$ cat src/rtl/spi_adc_sequencer.sv
// Round-robin SPI ADC scanner (mode 0). It sends the channel address on MOSI and
// shifts in the conversion on MISO. The address sent in one frame selects the result
// returned in the next frame, so each sample is tagged with the previous frame's address.
module spi_adc_sequencer #(
  parameter int unsigned NUM_CHANNELS = 8,
  parameter int unsigned ADDR_BITS    = $clog2(NUM_CHANNELS),
  parameter int unsigned DATA_BITS    = 12,
  parameter int unsigned LEAD_BITS    = 4,
  parameter int unsigned CLK_DIV      = 2,
  parameter int unsigned CS_GAP       = 2
) (
  input  logic                    clk,
  input  logic                    rst,
  input  logic                    enable,
  input  logic [NUM_CHANNELS-1:0] channel_mask,
  output logic                    spi_cs_n,
  output logic                    spi_sclk,
  output logic                    spi_mosi,
  input  logic                    spi_miso,
  output logic [DATA_BITS-1:0]    sample_data,
  output logic [ADDR_BITS-1:0]    sample_channel,
  output logic                    sample_valid,
  output logic                    busy
);

  localparam int unsigned FrameBits = LEAD_BITS + DATA_BITS;
  localparam int unsigned PhaseMax  = 2 * CLK_DIV - 1;
  localparam int unsigned CntTop    = (2 * CLK_DIV > CS_GAP) ? 2 * CLK_DIV : CS_GAP;
  localparam int unsigned CntW      = $clog2(CntTop + 1);
  localparam int unsigned BitW      = $clog2(FrameBits + 1);

  typedef enum logic [1:0] {StIdle, StCsSetup, StShift, StGap} state_e;

  state_e                stateQ, stateD;
  logic [CntW-1:0]       cntQ, cntD;
  logic [BitW-1:0]       bitQ, bitD;
  logic [ADDR_BITS-1:0]  addrQ, addrD, prevAddrQ, prevAddrD;
  logic                  dummyQ, dummyD;
  logic [DATA_BITS-1:0]  shiftQ, shiftD;
  logic                  csD, sclkD, mosiD, validD, busyD;
  logic [DATA_BITS-1:0]  dataD;
  logic [ADDR_BITS-1:0]  chanD;
  logic [ADDR_BITS-1:0]  addrAligned;
  logic                  scanReq;

  // Next set mask bit strictly after cur, wrapping; returns cur if it is the only one.
  function automatic logic [ADDR_BITS-1:0] nextAddr(input logic [ADDR_BITS-1:0]    cur,
                                                    input logic [NUM_CHANNELS-1:0] mask);
    logic [ADDR_BITS-1:0] idx;
    logic [ADDR_BITS-1:0] res;
    logic                 found;
    res   = cur;
    found = 1'b0;
    for (int unsigned i = 1; i <= NUM_CHANNELS; i++) begin
      idx = cur + ADDR_BITS'(i);
      if (!found && mask[idx]) begin
        res   = idx;
        found = 1'b1;
      end
    end
    return res;
  endfunction

  assign scanReq = enable && (|channel_mask);

  // Next-state logic: frame sequencing, address selection and MISO capture.
  always_comb begin
    stateD    = stateQ;
    cntD      = cntQ;
    bitD      = bitQ;
    addrD     = addrQ;
    prevAddrD = prevAddrQ;
    dummyD    = dummyQ;
    shiftD    = shiftQ;
    validD    = 1'b0;
    dataD     = sample_data;
    chanD     = sample_channel;
    unique case (stateQ)
      StIdle: begin
        if (scanReq) begin
          stateD    = StCsSetup;
          cntD      = '0;
          dummyD    = 1'b1;
          prevAddrD = addrQ;
          // Starting just after the top address yields the lowest set bit.
          addrD     = nextAddr(ADDR_BITS'(NUM_CHANNELS - 1), channel_mask);
        end
      end
      StCsSetup: begin
        if (cntQ == CntW'(CLK_DIV - 1)) begin
          stateD = StShift;
          cntD   = '0;
          bitD   = '0;
        end else begin
          cntD = cntQ + 1'b1;
        end
      end
      StShift: begin
        // Capture on the edge that raises SCLK.
        if (cntQ == CntW'(CLK_DIV - 1)) begin
          shiftD = {shiftQ[DATA_BITS-2:0], spi_miso};
        end
        if (cntQ == CntW'(PhaseMax)) begin
          cntD = '0;
          if (bitQ == BitW'(FrameBits - 1)) begin
            stateD = StGap;
            if (!dummyQ) begin
              validD = 1'b1;
              dataD  = shiftQ;
              chanD  = prevAddrQ;
            end
          end else begin
            bitD = bitQ + 1'b1;
          end
        end else begin
          cntD = cntQ + 1'b1;
        end
      end
      StGap: begin
        if (cntQ == CntW'(CS_GAP - 1)) begin
          cntD = '0;
          if (scanReq) begin
            stateD    = StCsSetup;
            dummyD    = 1'b0;
            prevAddrD = addrQ;
            addrD     = nextAddr(addrQ, channel_mask);
          end else begin
            stateD = StIdle;
          end
        end else begin
          cntD = cntQ + 1'b1;
        end
      end
      default: stateD = StIdle;
    endcase
  end

  // Pin values for the upcoming cycle, registered so outputs never see inputs directly.
  always_comb begin
    addrAligned = addrD << bitD;
    csD   = !((stateD == StCsSetup) || (stateD == StShift));
    sclkD = (stateD == StShift) && (cntD >= CntW'(CLK_DIV));
    mosiD = (stateD == StShift) && (bitD < BitW'(ADDR_BITS)) && addrAligned[ADDR_BITS-1];
    busyD = (stateD != StIdle);
  end

  // State and output registers with asynchronous reset.
  always_ff @(posedge clk or posedge rst) begin
    if (rst) begin
      stateQ         <= StIdle;
      cntQ           <= '0;
      bitQ           <= '0;
      addrQ          <= '0;
      prevAddrQ      <= '0;
      dummyQ         <= 1'b1;
      shiftQ         <= '0;
      spi_cs_n       <= 1'b1;
      spi_sclk       <= 1'b0;
      spi_mosi       <= 1'b0;
      sample_data    <= '0;
      sample_channel <= '0;
      sample_valid   <= 1'b0;
      busy           <= 1'b0;
    end else begin
      stateQ         <= stateD;
      cntQ           <= cntD;
      bitQ           <= bitD;
      addrQ          <= addrD;
      prevAddrQ      <= prevAddrD;
      dummyQ         <= dummyD;
      shiftQ         <= shiftD;
      spi_cs_n       <= csD;
      spi_sclk       <= sclkD;
      spi_mosi       <= mosiD;
      sample_data    <= dataD;
      sample_channel <= chanD;
      sample_valid   <= validD;
      busy           <= busyD;
    end
  end

endmodule

$ cat config.mk
export PLATFORM = sky130hd
export DESIGN_NAME = spi_adc_sequencer
export DESIGN_NICKNAME = d
export VERILOG_FILES = /design/src/rtl/spi_adc_sequencer.sv
export SDC_FILE = /design/constraint.sdc
export NUM_CORES = 1
export LEC_CHECK = 0
export ABC_CLOCK_PERIOD_IN_PS = 7200
export BUFFER_PORTS_ARGS = -buffer_cell sky130_fd_sc_hd__buf_4
export CAP_MARGIN = 10
export CORE_ASPECT_RATIO = 0.75
export CORE_MARGIN = 1.5
export CORE_UTILIZATION = 64
export DETAILED_ROUTE_END_ITERATION = 7
export PLACE_DENSITY = 0.85
export SLEW_MARGIN = 15
export SYNTH_ARGS = -nofsm -noshare
export SYNTH_HDL_FRONTEND = slang
export SYNTH_SLANG_ARGS = --single-unit
export TNS_END_PERCENT = 5
$ cat constraint.sdc
create_clock -name clk -period 7.2 [get_ports clk]
set_input_delay 1.08 -clock clk [delete_from_list [all_inputs] [get_ports clk]]
set_output_delay 1.08 -clock clk [all_outputs]
set_load 0.01 [all_outputs]
==> results.sh <==
export IMPL_cts_resized_gates=0
export IMPL_final_setup_worst_slack_ns=3.13
export IMPL_clkTransAtPathRegs_ns=0.09
export IMPL_num_antenna_cells=0
export IMPL_drt_iter0_drc=259
export IMPL_initial_core_util_pct=66.3
export IMPL_maxCapViolCount=0
export IMPL_cts_buffer_depth=2
export IMPL_slew_limit_headroom_pct=36.0
export IMPL_synth_cells=315
export IMPL_routed_wl_um=7370
export IMPL_yosysSeqAreaShare_pct=37.8
export IMPL_met3_usage_pct=8.41
export IMPL_grt_pass1_wl_um=12500
export IMPL_pre_cts_slack_ns=3.21
export IMPL_hold_buffers=0
export IMPL_tritoncts="built"
export IMPL_critical_path_slowest_cell="dfrtp_1"
export IMPL_wl_per_cell_um=18.4
export IMPL_clock_latency_ns=0.30
export IMPL_fin_total_pwr_uw=524
export IMPL_post_cts_buffers=0
export IMPL_setup_violations_final=0
export IMPL_clock_fmax_mhz=246
export IMPL_hp_class="flop to flop"
export IMPL_end_kind="flop"
export IMPL_vias=2688
export IMPL_worstSetupPathType="flop to flop"
export IMPL_ys_seq_elements=49
export IMPL_peakVddDrop_uv=119
export IMPL_maxSlewViolCount=0
export IMPL_dieArea_mm2=0.00552
export IMPL_worst_pin_slew_ns=0.959
export IMPL_hold_viol=0
export IMPL_io_pins=32
export IMPL_final_setup_tns_ns=0
export IMPL_path_cells="ha_1, xor2_1, mux4_1, or4b_1, nor3_2, nor3_1, o32a_1, o211ai_1"
export IMPL_gp_congestion=1.00
export IMPL_grt_remaining_overflow=0
export IMPL_syn_to_final_growth_pct=10.8
export IMPL_drc=4
export IMPL_synth_main_ff_cell="dfrtp_1"
export IMPL_cellLeakagePower_nw=1.66
export IMPL_cp_max_fo=21
export IMPL_layout_commonest_cell="dfrtp_1"
export IMPL_status="complete, but fails checks"
export IMPL_grt_antenna_before_repair=0
export IMPL_grt_busiest_layer="met1"
export IMPL_final_cell_mix="dfrtp_1, mux2_2, buf_4"
export IMPL_globalRouteMet2Util_pct=42.3
export IMPL_synth_yosys_warnings=0
export IMPL_fillers=364
export IMPL_nets=365
export IMPL_grt_usage_pct=28.8
export IMPL_finClkSkew_ns=0.00453
export IMPL_syn_area_mm2=0.00325
export IMPL_ys_types=60
export IMPL_dp_hpwl_um=5490
export IMPL_grt_pass1_vias=2524
export IMPL_first_pass_iters=7
export IMPL_chipHeight_um=64.7
export IMPL_detail_route_antenna_nets=0
export IMPL_netlist_area_leader_share_pct=36.2
export IMPL_drive_gt1_share_pct=27.0
export IMPL_fp_dieW_um=85.3
export IMPL_met1_usage_pct=43.7
export IMPL_root_buffer="clkbuf_8"
export IMPL_critical_path_required_ns=7.42
export IMPL_clock_sinks=49
export IMPL_syn_area_per_cell_um2=10.3
export IMPL_cts_max_level=2
export IMPL_core_rowCount=22
export IMPL_finalCritPeriodShare_pct=56.5
export IMPL_synthesis_nets=340
export IMPL_startpoint_type="flop"
export IMPL_synth_area_leader_cell="dfrtp_1"
export IMPL_cp_top_family="flip-flops"
export IMPL_async_flop_share_pct=100
export IMPL_io_buffers=31
export IMPL_grt_max_degree=50
export IMPL_cts_buffers=5
export IMPL_synth_edff_count=0
export IMPL_synth_area_top_cells="dfrtp_1, mux2_2, mux4_2"
export IMPL_rsz0062_at_grt="false"
export IMPL_viasPerCell=6.70
export IMPL_min_period_ns=4.07
export IMPL_p_per_area_mw_per_mm2=146
export IMPL_coreArea_mm2=0.00490
export IMPL_worst_path_largest_cell_delay_ns=0.96
export IMPL_violations="DRC"
export IMPL_critPathBufInv=0
export IMPL_cp_data_arrival_time_ns=4.29
-- metal layers --
| metal | routed length (um) | part of all wire [%] |
|---|---|---|
| met2 | 3170 | 43 |
| met3 | 726 | 9.8 |
| met4 | 75 | 1.0 |
| met5 | 0 | 0 |
| met1 | 3400 | 46 |
-- kinds of logic (layout without fill, tap and decap cells) --
logic type,after synthesis,count (layout),share of synthesized area [%]
AND/OR/NAND/NOR,80,80,12.3
AO/OA/AOI/OAI,76,76,16.6
multiplexers,57,57,22.9
flip-flops,49,49,37.8
buffers and inverters,37,63,4.58
adder cells (fa/ha/maj),13,13,5.01
XOR/XNOR,3,3,0.809
-- state kept, by name (all words and copies together), names as in the netlist --
register,cells
spi_cs_n,1
stateQ,2
sample_data,12
addrQ,3
cntQ,3
dummyQ,1
bitQ,5
sample_channel,3
spi_mosi,1
prevAddrQ,3
sample_valid,1
busy,1
shiftQ,12
spi_sclk,1
-- cells in the mapped netlist, types with 3 or more instances --
master     n
mux4_2     8
o31a_1     3
o31ai_1    5
o21bai_1   3
o21ai_0   13
clkbuf_1  11
nor3b_1    3
a21oi_1   11
nor3_1     5
o21a_1     3
o22ai_1    4
nand2_1   28
nand2b_1   3
inv_1     22
or3_1      3
nor2b_1    3
nor2_1    17
mux2_2    32
ha_1      13
o211ai_1   5
nand4_1    3
dfrtp_1   47
a21o_1     4
nand3_1    3
mux2i_1   15
-- final timing paths --
| kind | to | slack (ns) | from | cells past startpoint |
|---|---|---|---|---|
| worst max-delay path | spi_mosi | 3.13 | addrQ[0] | 8 |
| worst min-delay path | prevAddrQ[1] | 0.49 | prevAddrQ[1] | 2 |
| worst max register to register | spi_mosi | 3.13 | addrQ[0] | 8 |
| worst min register to register | prevAddrQ[1] | 0.49 | prevAddrQ[1] | 2 |
| max in group asynchronous | sample_data[4] | 5.61 | rst | 2 |
| min in group asynchronous | cntQ[1] | 1.00 | rst | 2 |
-- per-stage QoR --
stage	instance area [um2]	hold WS (ns)	cells	util, %
finish	3600	0.487	401	73.4
global route	3600	0.535	401	73.4
CTS	3600	0.495	401	73.4
floorplan	3250	0.444	315	-
global placement	3510	0.458	393	71.6
detailed placement	3510	0.475	393	71.6
-- report_power, final --
group	leakage (nW)	switching (mW)	internal, mW
Combinational	1.00	0.0449	0.0349
Sequential	0.610	0.00575	0.279
Clock	0.0481	0.0911	0.0689
Total	1.66	0.142	0.383
-- tightest hold or removal path: cells and delay by family (launching register included) --
kind / cells / cell delay (ns)
AOI/OAI and AO/OA: 1 / 0.06
DFF: 1 / 0.35
and+or+nand+nor: 1 / 0.05
-- cell type report --
class	count	area, um2	share of cell area, %
tap	60	75.1	2.09
clock inverter	3	22.5	0.626
timing repair buffer	32	240	6.68
clock buffer	5	68.8	1.91
inverter	23	86.3	2.40
multi-input combinational	229	1880	52.2
sequential	49	1230	34.1
Power figures use the tool's default switching activity.
